### config.mk
export PLATFORM = sky130hd
export DESIGN_NAME = gradient_sequencer
export DESIGN_NICKNAME = d
export VERILOG_FILES = /design/src/rtl/gradient_pkg.sv /design/src/rtl/gradient_pwm.sv /design/src/rtl/gradient_sequencer.sv
export SDC_FILE = /design/constraint.sdc
export NUM_CORES = 1
export LEC_CHECK = 0
export CAP_MARGIN = 0
export CORE_MARGIN = 2
export CORE_UTILIZATION = 39
export CTS_CLUSTER_SIZE = 16
export DETAILED_ROUTE_END_ITERATION = 8
export GPL_ROUTABILITY_DRIVEN = 0
export GPL_TIMING_DRIVEN = 0
export SYNTH_ARGS = -nofsm -noshare
export SYNTH_HDL_FRONTEND = slang
export SYNTH_SLANG_ARGS = --single-unit
### constraint.sdc
create_clock -name clk -period 4.2 [get_ports clk]
set_clock_uncertainty 0.2 [all_clocks]
set_input_delay 0.42 -clock clk [delete_from_list [all_inputs] [get_ports clk]]
set_output_delay 0.42 -clock clk [all_outputs]
set_load 0.02 [all_outputs]
### src/rtl/gradient_pkg.sv
// Shared state encoding and arithmetic helpers for the gradient-generator sequencer.
package gradient_pkg;

    typedef logic [2:0] state_t;

    localparam state_t ST_IDLE    = 3'd0;
    localparam state_t ST_PRIME   = 3'd1;
    localparam state_t ST_SETTLE  = 3'd2;
    localparam state_t ST_COLLECT = 3'd3;
    localparam state_t ST_DONE    = 3'd4;

    // Ratio must pin at full scale rather than wrap back to a lean mix.
    function automatic logic [31:0] sat_add(
        input logic [31:0] a,
        input logic [31:0] b,
        input logic [31:0] max_val
    );
        logic [32:0] sum;
        sum = {1'b0, a} + {1'b0, b};
        if (sum > {1'b0, max_val}) begin
            return max_val;
        end
        return sum[31:0];
    endfunction

endpackage

### src/rtl/gradient_pwm.sv
// Free-running PWM counter with complementary inlet A/B compare outputs.
module gradient_pwm #(
    parameter int DUTY_W = 8
) (
    input  logic              clk,
    input  logic              rst,
    input  logic [DUTY_W-1:0] duty_a,
    output logic              pwm_a,
    output logic              pwm_b
);

    logic [DUTY_W-1:0] cnt_q;
    logic [DUTY_W-1:0] cnt_d;
    logic [DUTY_W-1:0] duty_b;

    always_comb begin
        cnt_d = cnt_q + 1'b1;
    end

    always_ff @(posedge clk) begin
        if (rst) begin
            cnt_q <= '0;
        end else begin
            cnt_q <= cnt_d;
        end
    end

    // Inlet B gets whatever inlet A does not: (2^DUTY_W - 1) - duty_a.
    assign duty_b = ~duty_a;
    assign pwm_a  = (cnt_q < duty_a);
    assign pwm_b  = (cnt_q < duty_b);

endmodule

### src/rtl/gradient_sequencer.sv
// Steps a two-inlet gradient chip through a mixing-ratio profile and collects
// each outlet in turn through a sample request/acknowledge handshake.
module gradient_sequencer
    import gradient_pkg::*;
#(
    parameter int NUM_OUT = 8,
    parameter int DUTY_W  = 8,
    parameter int CNT_W   = 16,
    parameter int STEP_W  = 8
) (
    input  logic                       clk,
    input  logic                       rst,
    input  logic                       start,
    input  logic                       abort,
    input  logic [CNT_W-1:0]           cfg_prime_cycles,
    input  logic [CNT_W-1:0]           cfg_dwell_cycles,
    input  logic [STEP_W-1:0]          cfg_num_steps,
    input  logic [DUTY_W-1:0]          cfg_ratio_init,
    input  logic [DUTY_W-1:0]          cfg_ratio_inc,
    input  logic                       sample_ack,
    output logic                       valve_a,
    output logic                       valve_b,
    output logic                       valve_waste,
    output logic [NUM_OUT-1:0]         valve_out,
    output logic                       sample_req,
    output logic [$clog2(NUM_OUT)-1:0] sample_idx,
    output logic [STEP_W-1:0]          step_idx,
    output logic                       busy,
    output logic                       done
);

    localparam int SIDX_W = $clog2(NUM_OUT);
    localparam logic [SIDX_W-1:0] LAST_IDX = SIDX_W'(NUM_OUT - 1);

    state_t              state_q,     state_d;
    logic [CNT_W-1:0]    timer_q,     timer_d;
    logic [DUTY_W-1:0]   ratio_q,     ratio_d;
    logic [STEP_W-1:0]   step_q,      step_d;
    logic [SIDX_W-1:0]   sidx_q,      sidx_d;
    logic                req_q,       req_d;
    logic [CNT_W-1:0]    dwell_q,     dwell_d;
    logic [STEP_W-1:0]   steps_q,     steps_d;
    logic [DUTY_W-1:0]   inc_q,       inc_d;
    logic                valve_a_q,   valve_a_d;
    logic                valve_b_q,   valve_b_d;
    logic                waste_q,     waste_d;
    logic [NUM_OUT-1:0]  vout_q,      vout_d;
    logic                busy_q,      busy_d;
    logic                done_q,      done_d;
    logic                pwm_a;
    logic                pwm_b;

    // Timers count down to zero, so a programmed length of 0 still yields one cycle.
    function automatic logic [CNT_W-1:0] timer_load(input logic [CNT_W-1:0] n);
        return (n == '0) ? '0 : (n - 1'b1);
    endfunction

    gradient_pwm #(
        .DUTY_W (DUTY_W)
    ) u_pwm (
        .clk    (clk),
        .rst    (rst),
        .duty_a (ratio_d),
        .pwm_a  (pwm_a),
        .pwm_b  (pwm_b)
    );

    always_comb begin
        state_d = state_q;
        timer_d = timer_q;
        ratio_d = ratio_q;
        step_d  = step_q;
        sidx_d  = sidx_q;
        req_d   = req_q;
        dwell_d = dwell_q;
        steps_d = steps_q;
        inc_d   = inc_q;

        case (state_q)
            ST_IDLE: begin
                if (start) begin
                    dwell_d = cfg_dwell_cycles;
                    steps_d = cfg_num_steps;
                    inc_d   = cfg_ratio_inc;
                    ratio_d = cfg_ratio_init;
                    step_d  = '0;
                    sidx_d  = '0;
                    if (cfg_num_steps == '0) begin
                        state_d = ST_DONE;
                    end else begin
                        state_d = ST_PRIME;
                        timer_d = timer_load(cfg_prime_cycles);
                    end
                end
            end

            ST_PRIME: begin
                if (timer_q == '0) begin
                    state_d = ST_SETTLE;
                    timer_d = timer_load(dwell_q);
                end else begin
                    timer_d = timer_q - 1'b1;
                end
            end

            ST_SETTLE: begin
                if (timer_q == '0) begin
                    state_d = ST_COLLECT;
                    sidx_d  = '0;
                    req_d   = 1'b1;
                end else begin
                    timer_d = timer_q - 1'b1;
                end
            end

            // A dropped request re-arms after exactly one gap cycle; a held ack cannot double-complete.
            ST_COLLECT: begin
                if (req_q) begin
                    if (sample_ack) begin
                        req_d = 1'b0;
                        if (sidx_q != LAST_IDX) begin
                            sidx_d = sidx_q + 1'b1;
                        end else if (step_q == (steps_q - STEP_W'(1))) begin
                            state_d = ST_DONE;
                            sidx_d  = '0;
                        end else begin
                            state_d = ST_SETTLE;
                            sidx_d  = '0;
                            step_d  = step_q + 1'b1;
                            ratio_d = DUTY_W'(sat_add(32'(ratio_q), 32'(inc_q),
                                                      32'({DUTY_W{1'b1}})));
                            timer_d = timer_load(dwell_q);
                        end
                    end
                end else begin
                    req_d = 1'b1;
                end
            end

            ST_DONE: begin
                state_d = ST_IDLE;
            end

            default: begin
                state_d = ST_IDLE;
                req_d   = 1'b0;
            end
        endcase

        if (abort) begin
            state_d = ST_IDLE;
            req_d   = 1'b0;
            sidx_d  = '0;
        end
    end

    // Outputs are decoded from the next state so each lands in a flop.
    always_comb begin
        busy_d    = (state_d != ST_IDLE);
        done_d    = (state_d == ST_DONE);
        waste_d   = (state_d == ST_PRIME) || (state_d == ST_SETTLE);
        valve_a_d = 1'b0;
        valve_b_d = 1'b0;
        vout_d    = '0;
        if (state_d == ST_PRIME) begin
            valve_a_d = 1'b1;
            valve_b_d = 1'b1;
        end else if ((state_d == ST_SETTLE) || (state_d == ST_COLLECT)) begin
            valve_a_d = pwm_a;
            valve_b_d = pwm_b;
        end
        if (state_d == ST_COLLECT) begin
            vout_d = NUM_OUT'(1) << sidx_d;
        end
    end

    always_ff @(posedge clk) begin
        if (rst) begin
            state_q   <= ST_IDLE;
            timer_q   <= '0;
            ratio_q   <= '0;
            step_q    <= '0;
            sidx_q    <= '0;
            req_q     <= 1'b0;
            dwell_q   <= '0;
            steps_q   <= '0;
            inc_q     <= '0;
            valve_a_q <= 1'b0;
            valve_b_q <= 1'b0;
            waste_q   <= 1'b0;
            vout_q    <= '0;
            busy_q    <= 1'b0;
            done_q    <= 1'b0;
        end else begin
            state_q   <= state_d;
            timer_q   <= timer_d;
            ratio_q   <= ratio_d;
            step_q    <= step_d;
            sidx_q    <= sidx_d;
            req_q     <= req_d;
            dwell_q   <= dwell_d;
            steps_q   <= steps_d;
            inc_q     <= inc_d;
            valve_a_q <= valve_a_d;
            valve_b_q <= valve_b_d;
            waste_q   <= waste_d;
            vout_q    <= vout_d;
            busy_q    <= busy_d;
            done_q    <= done_d;
        end
    end

    assign valve_a     = valve_a_q;
    assign valve_b     = valve_b_q;
    assign valve_waste = waste_q;
    assign valve_out   = vout_q;
    assign sample_req  = req_q;
    assign sample_idx  = sidx_q;
    assign step_idx    = step_q;
    assign busy        = busy_q;
    assign done        = done_q;

endmodule

* Word-level counts from Yosys, hierarchy flattened
Cells that the tools add are included.
** Word-level totals
- Bits of input ports :: 61
- Output and inout bits :: 25
- Memories :: 0
- Bits in registers :: 92
- Bits in writable memories :: 0
- Bits in latches :: 0
- ROM bits :: 0
** Operators by class
- $add $sub $neg :: 8
- Divide/modulo/power cells :: 0
- Magnitude comparators :: 3
- Multipliers :: 0
- Bitwise operators :: 3
- Reductions and logical operators :: 17
- Eq/ne operators :: 18
- Shift operators :: 1
- Muxes and demuxes :: 56
** Operators by type and width (count)
- $mux 16 :: 10
- $mux 8 :: 12
- $pmux 16 s4 :: 1
- $logic_not 16->1 :: 3
- $sub 16x1->16 const B :: 3
- $mux 3 :: 15
- $pmux 8 s2 :: 2
- $add 8x1->8 const B :: 2
- $lt 8x8->1 :: 2
- $ne 2x2->1 const B :: 8
- $mux 1 :: 13
- $eq 3x2->1 const B :: 4
- $pmux 3 s4 :: 1
- $add 8x8->9 :: 1
- $gt 9x8->1 const B :: 1
- $pmux 3 s3 :: 1
- $eq 8x8->1 :: 1
- $logic_not 8->1 :: 1
- $not 8->8 :: 1
- $reduce_and 8->1 :: 1
- $shl 1x3->8 const A :: 1
- $sub 8x1->8 const B :: 1
- $eq 3x1->1 const B :: 2
- $eq 3x3->1 const B :: 2
- other kinds (13) :: 17

* Depth between registers and ports, before layout
Gate-level depths: netlist (run 1).
- Word-level depth :: 18
- Depth in mapped cells :: 19
- Mapped depth without buffers :: 19

* By module
Synthesis (run 1) repeated with hierarchy kept, for this count alone.
** Second synthesis, totals
- Cell total of the unflattened synthesis :: 733
- Area total of the unflattened synthesis :: 5699.2 um^2
** Modules (own cells, without submodules)
- gradient_sequencer :: sequential area each 1681.6 um^2, times used 1, area an instance 5077.4 um^2, cells an instance 660
- gradient_pwm :: sequential area each 160.2 um^2, times used 1, area an instance 621.8 um^2, cells an instance 73

* Least setup slack after synthesis (run 1)
No wires, ideal clock.
- Path kind :: reg2reg
- Start point :: register steps_q[0]
- End point :: register valve_b_q (netlist: valve_b)
- Period minus slack after synthesis :: 3.651 ns
- Arrival :: 3.376 ns
- Setup slack :: 0.549 ns
- Cell stages (with the launch flop) :: 18
- Path buffers :: 0
- Cell sequence :: dfxtp_1 inv_1 ha_1 and2_1 o211a_1 o21ai_1 a2111oi_4 o32a_4 or2_4 a222oi_1 inv_1 ha_1 nor2b_1 o31ai_1 o21ai_0 nor2_1 nand2_1 o21ai_0
** Between the ends
- Elaborated cells between the ends (all ways) :: 21
- Those cells by class :: add/sub (1); order compare (1); eq/ne (4); mux (13); bitwise (1); reduce/logical (1)
** RTL lines
- start: declaration :: line gradient_sequencer.sv:42 : logic [STEP_W-1:0] steps_q, steps_d;
- start signal: assignment :: line gradient_sequencer.sv:202 : steps_q <= steps_d;
- $sub 8x1->8 :: line gradient_sequencer.sv:123 : end else if (step_q == (steps_q - STEP_W'(1))) begin
- $eq 8x8->1 :: line gradient_sequencer.sv:123
- $mux 8 :: line gradient_sequencer.sv:123
- $mux 8 :: line gradient_sequencer.sv:121 : if (sidx_q != LAST_IDX) begin
- $mux 8 :: line gradient_sequencer.sv:119 : if (sample_ack) begin
- $mux 8 :: line gradient_sequencer.sv:118 : if (req_q) begin
- $pmux 8 s2 :: line gradient_sequencer.sv:79 : case (state_q)
- named net ratio_d[2] :: line gradient_sequencer.sv:37 : logic [DUTY_W-1:0] ratio_q, ratio_d;
- $not 8->8 :: line gradient_pwm.sv:29 : assign duty_b = ~duty_a;
- $lt 8x8->1 :: line gradient_pwm.sv:31 : assign pwm_b = (cnt_q < duty_b);
- $mux 1 :: line gradient_sequencer.sv:168 : end else if ((state_d == ST_SETTLE) || (state_d == ST_COLLECT)) begin
- $mux 1 :: line gradient_sequencer.sv:165 : if (state_d == ST_PRIME) begin
- end signal: assignment :: line gradient_sequencer.sv:205 : valve_b_q <= valve_b_d;
- end: declaration :: line gradient_sequencer.sv:45 : logic valve_b_q, valve_b_d;
The timed path passes the listed nets, and every way through them passes these cells.
A chain may end at the register's enable or synchronous reset.

* Worst setup path after layout (run 1)
- Start point :: register steps_q[0]
- End point :: register valve_a_q (netlist: valve_a)
** Between the ends
- Elaborated cells between the ends (all ways) :: 20
- Those cells by class :: add/sub (1); order compare (1); eq/ne (4); mux (13); reduce/logical (1)
** RTL lines
- $sub 8x1->8 :: line gradient_sequencer.sv:123
- $eq 8x8->1 :: line gradient_sequencer.sv:123
- $mux 8 :: line gradient_sequencer.sv:123
- $mux 8 :: line gradient_sequencer.sv:121
- $mux 8 :: line gradient_sequencer.sv:119
- $mux 8 :: line gradient_sequencer.sv:118
- $pmux 8 s2 :: line gradient_sequencer.sv:79
- named net ratio_d[4] :: line gradient_sequencer.sv:37
- $lt 8x8->1 :: line gradient_pwm.sv:30 : assign pwm_a = (cnt_q < duty_a);
- $mux 1 :: line gradient_sequencer.sv:168
- $mux 1 :: line gradient_sequencer.sv:165
- end signal: assignment :: line gradient_sequencer.sv:204 : valve_a_q <= valve_a_d;
- end: declaration :: line gradient_sequencer.sv:44 : logic valve_a_q, valve_a_d;
The timed path passes the listed nets, and every way through them passes these cells.

==> out/results.tsv, run 1 <==
stage	metric	value	unit
status	status	completed	
grt	grt_pass1_vias	5454	
synthesis	avgSynthCellArea	7.86	um2
sta	hold_violations	0	
die	row_count	44	
clock_network	cts_sinks	92	
critical_path	r2r_end	valve_a$_SDFF_PP0_	
sta	slew_violations	0	
final_layout	drive_gt1_share	6.18	%
job	max-cap-violations	0	
sta	rsz0062_at_grt	false	
placed_design	dp_hpwl	12700	um
final_layout	final_cell_mix	dfxtp_1, nand2_1, clkdlybuf4s50_1, nor2_1, a21oi_1	
grt	grt_overflow	0	
critical_path	critPathRequiredTime	4220	ps
sta	whs	264	ps
final_layout	final_nets	934	
synthesis	ys_warn_count	0	
die	die_y	126	um
synthesis	synth_ff_type	dfxtp_1	
detailed_routing	routedWlPerCell	16.3	um
final_layout	nFillCells	1446	
clock_network	cts_tree	built	
detailed_routing	wl	16700	um
clock_network	root_buffer	clkbuf_16	
synthesis	postSynth.asyncResetShare	0	%
final_layout	seqCellArea	0.00184	mm2
detailed_routing	drt_first_pass_iters	5	
detailed_routing	drcViolationCount	0	
clock_network	cts_hold_buffers	0	
synthesis	synth_seq_area_share	31.8	%
sta	tightest_slew	716	ps
clock_network	clk_latency	350	ps
clock_network	cts_buffer_depth	2	
critical_path	rr_worst_depth	16	
final_layout	insertedDiodeCount	0	
critical_path	reg2reg_from	steps_q[0]$_SDFFE_PP0P_	
die	core	0.0145	mm2
placed_design	portBuffers	83	
worst_hold_path	holdCritPathClass	reg2reg	
grt	grt_use_total	20.9	%
critical_path	cp_max_fo	8	
synthesis	synth_edf_count	0	
worst_hold_path	min_path_cells	2	
sta	setup_viol	0	
sta	max_slew_margin	51.0	%
detailed_routing	antenna_left	0	
detailed_routing	drt_iter0_drc	429	
power_and_ir_drop	leakage	0.00274	uW
critical_path	path_class	reg2reg	
detailed_routing	vias	5688	
worst_hold_path	min_to	inc_q[3]$_SDFFE_PP0P_	
synthesis	syn_inst	737	
grt	antenna_found_initial	0	
final_layout	area_growth	24.7	%
synthesis	syn-cell-area	0.00579	mm2
sta	post-route-period-util	93.7	%
grt	grt_max_degree	15	
placed_design	dpl_cell_area	0.00685	mm2
detailed_routing	via_per_inst	5.54	
synthesis	ys_ff_latch	92	
die	die_width	126	um
critical_path	critical_path.startpoint_type	flip-flop	
clock_network	numCtsBuffers	9	
sta	min_period	3940	ps
worst_hold_path	holdCritStartpoint	inc_q[3]$_SDFFE_PP0P_	
sta	fmax	0.254	GHz
final_layout	final_common_cell	dfxtp_1	
final_layout	finalInstanceArea	0.00722	mm2
clock_network	clk_pin_slew	60	ps
power_and_ir_drop	peakVddDrop	0.226	mV
die	ios	86	
synthesis	syn-num-nets	833	
final_layout	multiInputGateArea	0.00372	mm2
clock_network	h-tree-depth	3	
critical_path	cp.arrival	3960	ps
die	start_util	39.9	%
grt	grt_pass1_wl	26700	um
critical_path	r2r_setup_slack	260	ps
die	dieArea	0.0158	mm2
synthesis	synth.distinct_cells	73	
critical_path	end_kind	flip-flop	
power_and_ir_drop	powerDensity	317	mW/mm2
[how the worst max path moves through the flow]
stage                            startpoint  slack (ps)                  to
floorplan           steps_q[0]$_SDFFE_PP0P_         550  valve_b$_SDFF_PP0_
global route          ratio_q[4]$_SDFF_PP0_          20  valve_b$_SDFF_PP0_
detailed placement  steps_q[0]$_SDFFE_PP0P_        -170  valve_b$_SDFF_PP0_
CTS                 steps_q[0]$_SDFFE_PP0P_          30  valve_b$_SDFF_PP0_
finish              steps_q[0]$_SDFFE_PP0P_         260  valve_a$_SDFF_PP0_
global placement    steps_q[0]$_SDFFE_PP0P_        -100  valve_b$_SDFF_PP0_
[cells in the mapped netlist, types with 4 or more instances]
cell type  number  area share, %
dfxtp_1        92             32
nand2_1        87            5.6
nor2_1         81            5.2
a21oi_1        69            6.0
ha_1           34            7.3
nor3_1         34            2.9
xnor2_1        31            4.7
inv_1          30            1.9
o21ai_0        27            2.3
clkbuf_1       24            1.6
xor2_1         22            3.3
nand3_1        18            1.6
nor2b_1        17            1.8
o22ai_1        15            1.6
nor4_1         12            1.3
o21bai_1       11            1.4
and3_1          9           0.97
nand3b_1        8            1.0
or3_1           7           0.76
a22oi_1         6           0.78
buf_2           6           0.52
nand2b_1        6           0.65
nor3b_1         6           0.78
a211oi_1        4           0.52
and2_1          4           0.43
o21ai_1         4           0.35
or4_1           4           0.52
[final cells by class]
cell class	count	share of cell area, %
Tap cell	184	3.19
Buffer	33	1.82
Clock buffer	12	3.55
Clock inverter	3	0.641
Multi-Input combinational cell	582	51.5
Timing Repair Buffer	90	12.2
Inverter	30	1.56
Sequential cell	92	25.5
[report_power, final]
part           switching, uW  internal (uW)
logic                    270            219
clock network            346            492
registers               48.3            916
total                    665           1630
[metal layers]
| layer | part of all wire (%) | up-vias | global-route usage (%) |
|---|---|---|---|
| met5 | 0 | - | 0 |
| met3 | 5.6 | 33 | 4.97 |
| li1 | - | 2812 | - |
| met4 | 3.1 | 0 | 8.47 |
| met1 | 44 | 2667 | 25.8 |
| met2 | 48 | 176 | 35.1 |
[logic make-up (layout without fill, tap and decap cells)]
kind of cell	after synthesis	in the layout	synth area share, %
DFF	92	92	31.8
and+or+nand+nor	316	316	28.0
muxes	2	2	0.346
xor gates and xnor gates	53	53	8.01
AOI/OAI and AO/OA	176	176	19.9
adders and majority gates	35	35	7.69
buffers and inverters	63	168	4.21
[through the flow]
| step | setup TNS (ps) | power, uW | std cells | util (%) | setup WS, ps |
|---|---|---|---|---|---|
| 2_1_floorplan | 0 | 1290 | 737 | - | 549 |
| 3_3_place_gp | -165 | 1450 | 1004 | 47.2 | -105 |
| 3_5_place_dp | -224 | 1460 | 1004 | 47.2 | -168 |
| 4_1_cts | 0 | 2310 | 1026 | 49.6 | 32.5 |
| 5_1_grt | 0 | 2400 | 1026 | 49.7 | 23.7 |
| 6_report | 0 | 2290 | 1026 | 49.7 | 263 |
[state kept, by name, summed over array words and instances (netlist names)]
name         cells
inc_q            8
valve_a          1
busy             1
done             1
valve_waste      1
timer_q         16
sample_idx       3
ratio_q          8
valve_b          1
u_pwm.cnt_q      8
steps_q          8
dwell_q         16
sample_req       1
valve_out        8
step_idx         8
state_q          3
[critical path, cell delays in order, from the launching register on]
cell and delay, ps:
dfxtp_2 360, inv_1 60, ha_2 220, and2_1 200, o21a_1 190, o31a_1 330, a2111oi_4 310, buf_4 190
nor2_1 100, or2_0 220, a31oi_1 350, inv_1 80, ha_1 310, nor4_1 320, o21ai_0 140, a21oi_1 130
o21ai_0 90
[what timing repair did]
item | 4_1_cts | 5_1_grt
buffers inserted | 7 | 0
pin swaps | 4 | 6
setup endpoints to repair | 2 | 2
resized for setup | 0 | 6
Note: power is estimated with default switching activity, not from simulation.
==> run 2, diff against run 1 <==
--- a/config.mk
+++ b/config.mk
@@ -5,13 +5,13 @@
 export SDC_FILE = /design/constraint.sdc
 export NUM_CORES = 1
 export LEC_CHECK = 0
-export CAP_MARGIN = 0
 export CORE_MARGIN = 2
 export CORE_UTILIZATION = 39
 export CTS_CLUSTER_SIZE = 16
 export DETAILED_ROUTE_END_ITERATION = 8
 export GPL_ROUTABILITY_DRIVEN = 0
 export GPL_TIMING_DRIVEN = 0
+export SLEW_MARGIN = 5
 export SYNTH_ARGS = -nofsm -noshare
 export SYNTH_HDL_FRONTEND = slang
 export SYNTH_SLANG_ARGS = --single-unit
==> results of run 2 <==
No change in the layout: final DEF, timing and power equal those of run 1.
